### src/rtl/stream_merge2.sv
// rtl/stream_merge2.sv - two-input round-robin packet merger with registered output and source tag
module stream_merge2 #(
  parameter int W  = 8,
  parameter int CW = 8
) (
  input  logic          clk,
  input  logic          rst_n,
  input  logic          a_valid,
  output logic          a_ready,
  input  logic [W-1:0]  a_data,
  input  logic          a_last,
  input  logic          b_valid,
  output logic          b_ready,
  input  logic [W-1:0]  b_data,
  input  logic          b_last,
  output logic          sel,
  output logic          y_valid,
  input  logic          y_ready,
  output logic [W-1:0]  y_data,
  output logic          y_last,
  output logic [CW-1:0] pkt_cnt
);

  typedef enum logic [1:0] {IDLE, LOCK_A, LOCK_B} state_t;

  state_t state, state_nxt;
  logic   prio, prio_nxt;
  logic   load_en;
  logic   grant_a, grant_b;
  logic   take_a, take_b, take, take_last;

  assign load_en = !y_valid || y_ready;

  // A locked source keeps the grant even while its valid is low.
  always_comb begin
    grant_a = 1'b0;
    grant_b = 1'b0;
    case (state)
      IDLE: begin
        if (a_valid && (!b_valid || !prio)) grant_a = 1'b1;
        else if (b_valid)                   grant_b = 1'b1;
      end
      LOCK_A:  grant_a = 1'b1;
      LOCK_B:  grant_b = 1'b1;
      default: ;
    endcase
  end

  assign a_ready   = rst_n && load_en && grant_a;
  assign b_ready   = rst_n && load_en && grant_b;
  assign take_a    = a_valid && a_ready;
  assign take_b    = b_valid && b_ready;
  assign take      = take_a || take_b;
  assign take_last = take_a ? a_last : b_last;

  always_comb begin
    state_nxt = state;
    prio_nxt  = prio;
    if (take) begin
      if (take_last) begin
        state_nxt = IDLE;
        prio_nxt  = take_a;
      end else begin
        state_nxt = take_a ? LOCK_A : LOCK_B;
      end
    end
  end

  always_ff @(posedge clk or negedge rst_n) begin
    if (!rst_n) begin
      state <= IDLE;
      prio  <= 1'b0;
    end else begin
      state <= state_nxt;
      prio  <= prio_nxt;
    end
  end

  always_ff @(posedge clk or negedge rst_n) begin
    if (!rst_n) begin
      y_valid <= 1'b0;
      y_data  <= '0;
      y_last  <= 1'b0;
      sel     <= 1'b0;
      pkt_cnt <= '0;
    end else begin
      if (load_en) begin
        if (take) begin
          y_data  <= take_a ? a_data : b_data;
          y_last  <= take_last;
          sel     <= take_b;
          y_valid <= 1'b1;
        end else begin
          y_valid <= 1'b0;
        end
      end
      if (take && take_last) pkt_cnt <= pkt_cnt + CW'(1);
    end
  end

endmodule

### config.mk
export PLATFORM = sky130hd
export DESIGN_NAME = stream_merge2
export DESIGN_NICKNAME = d
export VERILOG_FILES = /design/src/rtl/stream_merge2.sv
export SDC_FILE = /design/constraint.sdc
export NUM_CORES = 1
export LEC_CHECK = 0
export BUFFER_PORTS_ARGS = -buffer_cell sky130_fd_sc_hd__buf_4
export CAP_MARGIN = 10
export CORE_UTILIZATION = 49
export CTS_CLUSTER_DIAMETER = 150
export DETAILED_ROUTE_END_ITERATION = 12
export GPL_TIMING_DRIVEN = 0
export PLACE_DENSITY = 0.89
export REMOVE_ABC_BUFFERS = 1
export SLEW_MARGIN = 20
export SYNTH_ARGS = -nofsm -noshare
export SYNTH_HDL_FRONTEND = slang
export SYNTH_SLANG_ARGS = --single-unit
export TNS_END_PERCENT = 10
### constraint.sdc
create_clock -name clk -period 2.45 [get_ports clk]
set_clock_uncertainty 0.15 [all_clocks]
set_input_delay 0.245 -clock clk [delete_from_list [all_inputs] [get_ports clk]]
set_output_delay 0.245 -clock clk [all_outputs]
set_load 0.005 [all_outputs]
==> metrics.txt <==
Vias/cell 5.31; clock latency on the worst-skew pair roughly 310 ps; first-pass iteration count of the detailed router 4; DRC viols 0; worst r2r dst pkt_cnt[5]$_DFFE_PN0P_; CP Depth 5; beginning of the critical path state[1]$_DFFE_PN0P_; share of layout cells above drive strength 1 0.347; Synth cell types 26; clock transition at the registers of the reported paths 120 ps; GRT Util Overall 0.224; routed length per instance between 10 and 15 um; max-cap viol count 0; dominant cell type by area after synthesis dfrtp_1; Post-synth EDFFs 0; CP Capture Type register; aggregate global routing overflow 0; Synth Area per Inst 9.77 um2; I/O pins between 40 and 50; clock root buffer clkbuf_4; final max-slew violation count 0; Post-Layout Cell Count between 150 and 200; NumNets Final roughly 180; vias after detailed routing 939; DRT iter0 DRCs 27; Fmax 0.453 GHz; critical-path cell list nor2b_1 -> o2111ai_2 -> o2bb2ai_2 -> nand4_1 -> xnor2_1; Final HPWL DP approximately 1700 um; Slowest-stage cell, CP o2111ai_2; Net Sw Frac 0.348; antenna viol nets, final 0; Crit Path Max Fanout 24; setup repair bufs after CTS 0; Layout area overhead 38.3%; startpoint types register; Flop pwr share 0.460; clock network fraction of design power 0.145; Num CTS Buffers 3; buffers from clock root to sink, at most 2; predominant post-synthesis flop cell dfrtp_1; HP Class input port to register; outcome finished clean; synthesized cell area around 0.0010 mm2; Rows 16; endpoints failing setup 0; RR Startpoint state[1]$_DFFE_PN0P_; setup ws final 241 ps; CP Buf/Inv Count 0; Slew headroom 0.353; Starting Density 0.523; Worst R2R Path Depth 5; fin crit share 0.902; TNS Setup 0 ps; most common cell in the netlist nand2_1; PD cells about 1000 mW/mm2; P_sw roughly 480 uW; largest net degree at the start of global routing 25; CP arrival ~2300 ps; ys async rst share 1.00; wirelength, routed approximately 2300 um; Sink Count 22; crit-path max cell delay roughly 520 ps; Peak VDD IR 0.660 mV; Internal between 900 and 1000 uW; synth warn 0; GPL Wtd Cong just under 0.8; Comb pwr share 0.395; WS Path Type register to register; final count of hold timing violations 0; Post-Syn Instances 105; CP required around 2500 ps; Setup WS pre-CTS between 50 and 60 ps; Seq/Total Area, Yosys 0.537; Die X between 40 and 50 um; Worst Setup EP pkt_cnt[5]$_DFFE_PN0P_; initial antenna violation count 0; Synth top area share 0.537; # diodes 0; die footprint around 0.0023 mm2; Tmin final about 2200 ps; commonest cells in the netlist nand2_1 (29), dfrtp_1 (22), a31oi_1 (8), nor2_1 (8), xnor2_1 (6); number of global-route vias before repair about 850; Synth Register Bits 22; Max H-tree Level 1; Synth area leaders dfrtp_1 (54%), nand2_1 (11%), xnor2_1 (5.1%); utilization of the core after routing 0.723; critical path's top delay family compound AO/OA/AOI/OAI gates; Inst Count DP between 150 and 200; worst slew pin tran ~970 ps; Buffers on Ports 43; LEAKAGE ~0.0007 uW; first-pass GRT wire length ~3500 um; RSZ-0062 raised after global routing no; TritonCTS clock tree yes; die height between 40 and 50 um; core area around 0.0020 mm2; r2r setup slk 240 ps
[final cells by class]
class | instances | area (um2)
repair buffers | 45 | 343
flip-flops and latches | 22 | 551
inverters | 1 | 3.75
multi-input cells | 78 | 452
fillers | 164 | 543
well taps | 27 | 33.8
clock buffers | 4 | 36.3
[power groups by stage]
stage	clock network, uW	logic [uW]	registers (uW)
finish	201	549	639
global route	216	617	660
CTS	203	556	637
detailed placement	0	551	646
global placement	0	528	635
floorplan	0	244	636
[metal layers]
metal  GRT usage  up-vias  wire length [um]
met2       0.384       28              1250
met5           0        -                 0
met3      0.0453        2                81
met1       0.274      454               980
li1            -      455                 -
met4      0.0944        0                14
[worst min-delay path by stage]
stage | slack, ps | depth (start not counted) | endpoint | start
floorplan | -200 | 0 | pkt_cnt[0]$_DFFE_PN0P_ | rst_n
global placement | -2 | 1 | y_data[2]$_DFFE_PN0P_ | rst_n
detailed placement | 5 | 1 | y_data[2]$_DFFE_PN0P_ | rst_n
CTS | 7 | 2 | state[1]$_DFFE_PN0P_ | b_last
global route | 10 | 2 | state[1]$_DFFE_PN0P_ | b_last
finish | 8 | 2 | state[1]$_DFFE_PN0P_ | b_last
[flip-flops by register name, indices dropped and copies added (netlist names)]
| signal | cells |
|---|---|
| pkt_cnt | 8 |
| prio | 1 |
| sel | 1 |
| state | 2 |
| y_data | 8 |
| y_last | 1 |
| y_valid | 1 |
[placed cells by master (no fill, tap or decap), drive strengths merged, types with 2 or more instances in the layout]
cell type,n
nand3,3
o21ai,3
nor2,8
o2111ai,2
clkbuf,4
a31oi,8
nor2b,2
xnor2,6
dfrtp,22
dlygate4sd3,2
a21oi,2
buf,43
nor3,3
nand2b,2
nand4,4
nand2,29
[through the flow]
step | hold slack (ps) | power (uW) | cell area, um2
finish | 7.51 | 1390 | 1420
floorplan | -201 | 880 | 1010
CTS | 7.17 | 1400 | 1420
global route | 10.4 | 1490 | 1420
global placement | -2.07 | 1160 | 1360
detailed placement | 5.16 | 1200 | 1360
[cell families (layout without fill, tap and decap cells)]
logic type | after synthesis | after routing | share of synthesized area
flip-flops | 22 | 22 | 0.537
adder cells (fa/ha/maj) | 1 | 1 | 0.0122
buffers and inverters | 5 | 50 | 0.0232
AND/OR/NAND/NOR | 52 | 52 | 0.227
AO/OA/AOI/OAI | 18 | 18 | 0.141
XOR/XNOR | 7 | 7 | 0.0598
[what timing repair did]
action                                  in CTS  in global routing
endpoints found under the setup margin       0                  0
endpoints found under the hold margin       23                  0
resized for setup                            0                  0
hold buffers                                 2                  0
Power figures use the tool's default switching activity.
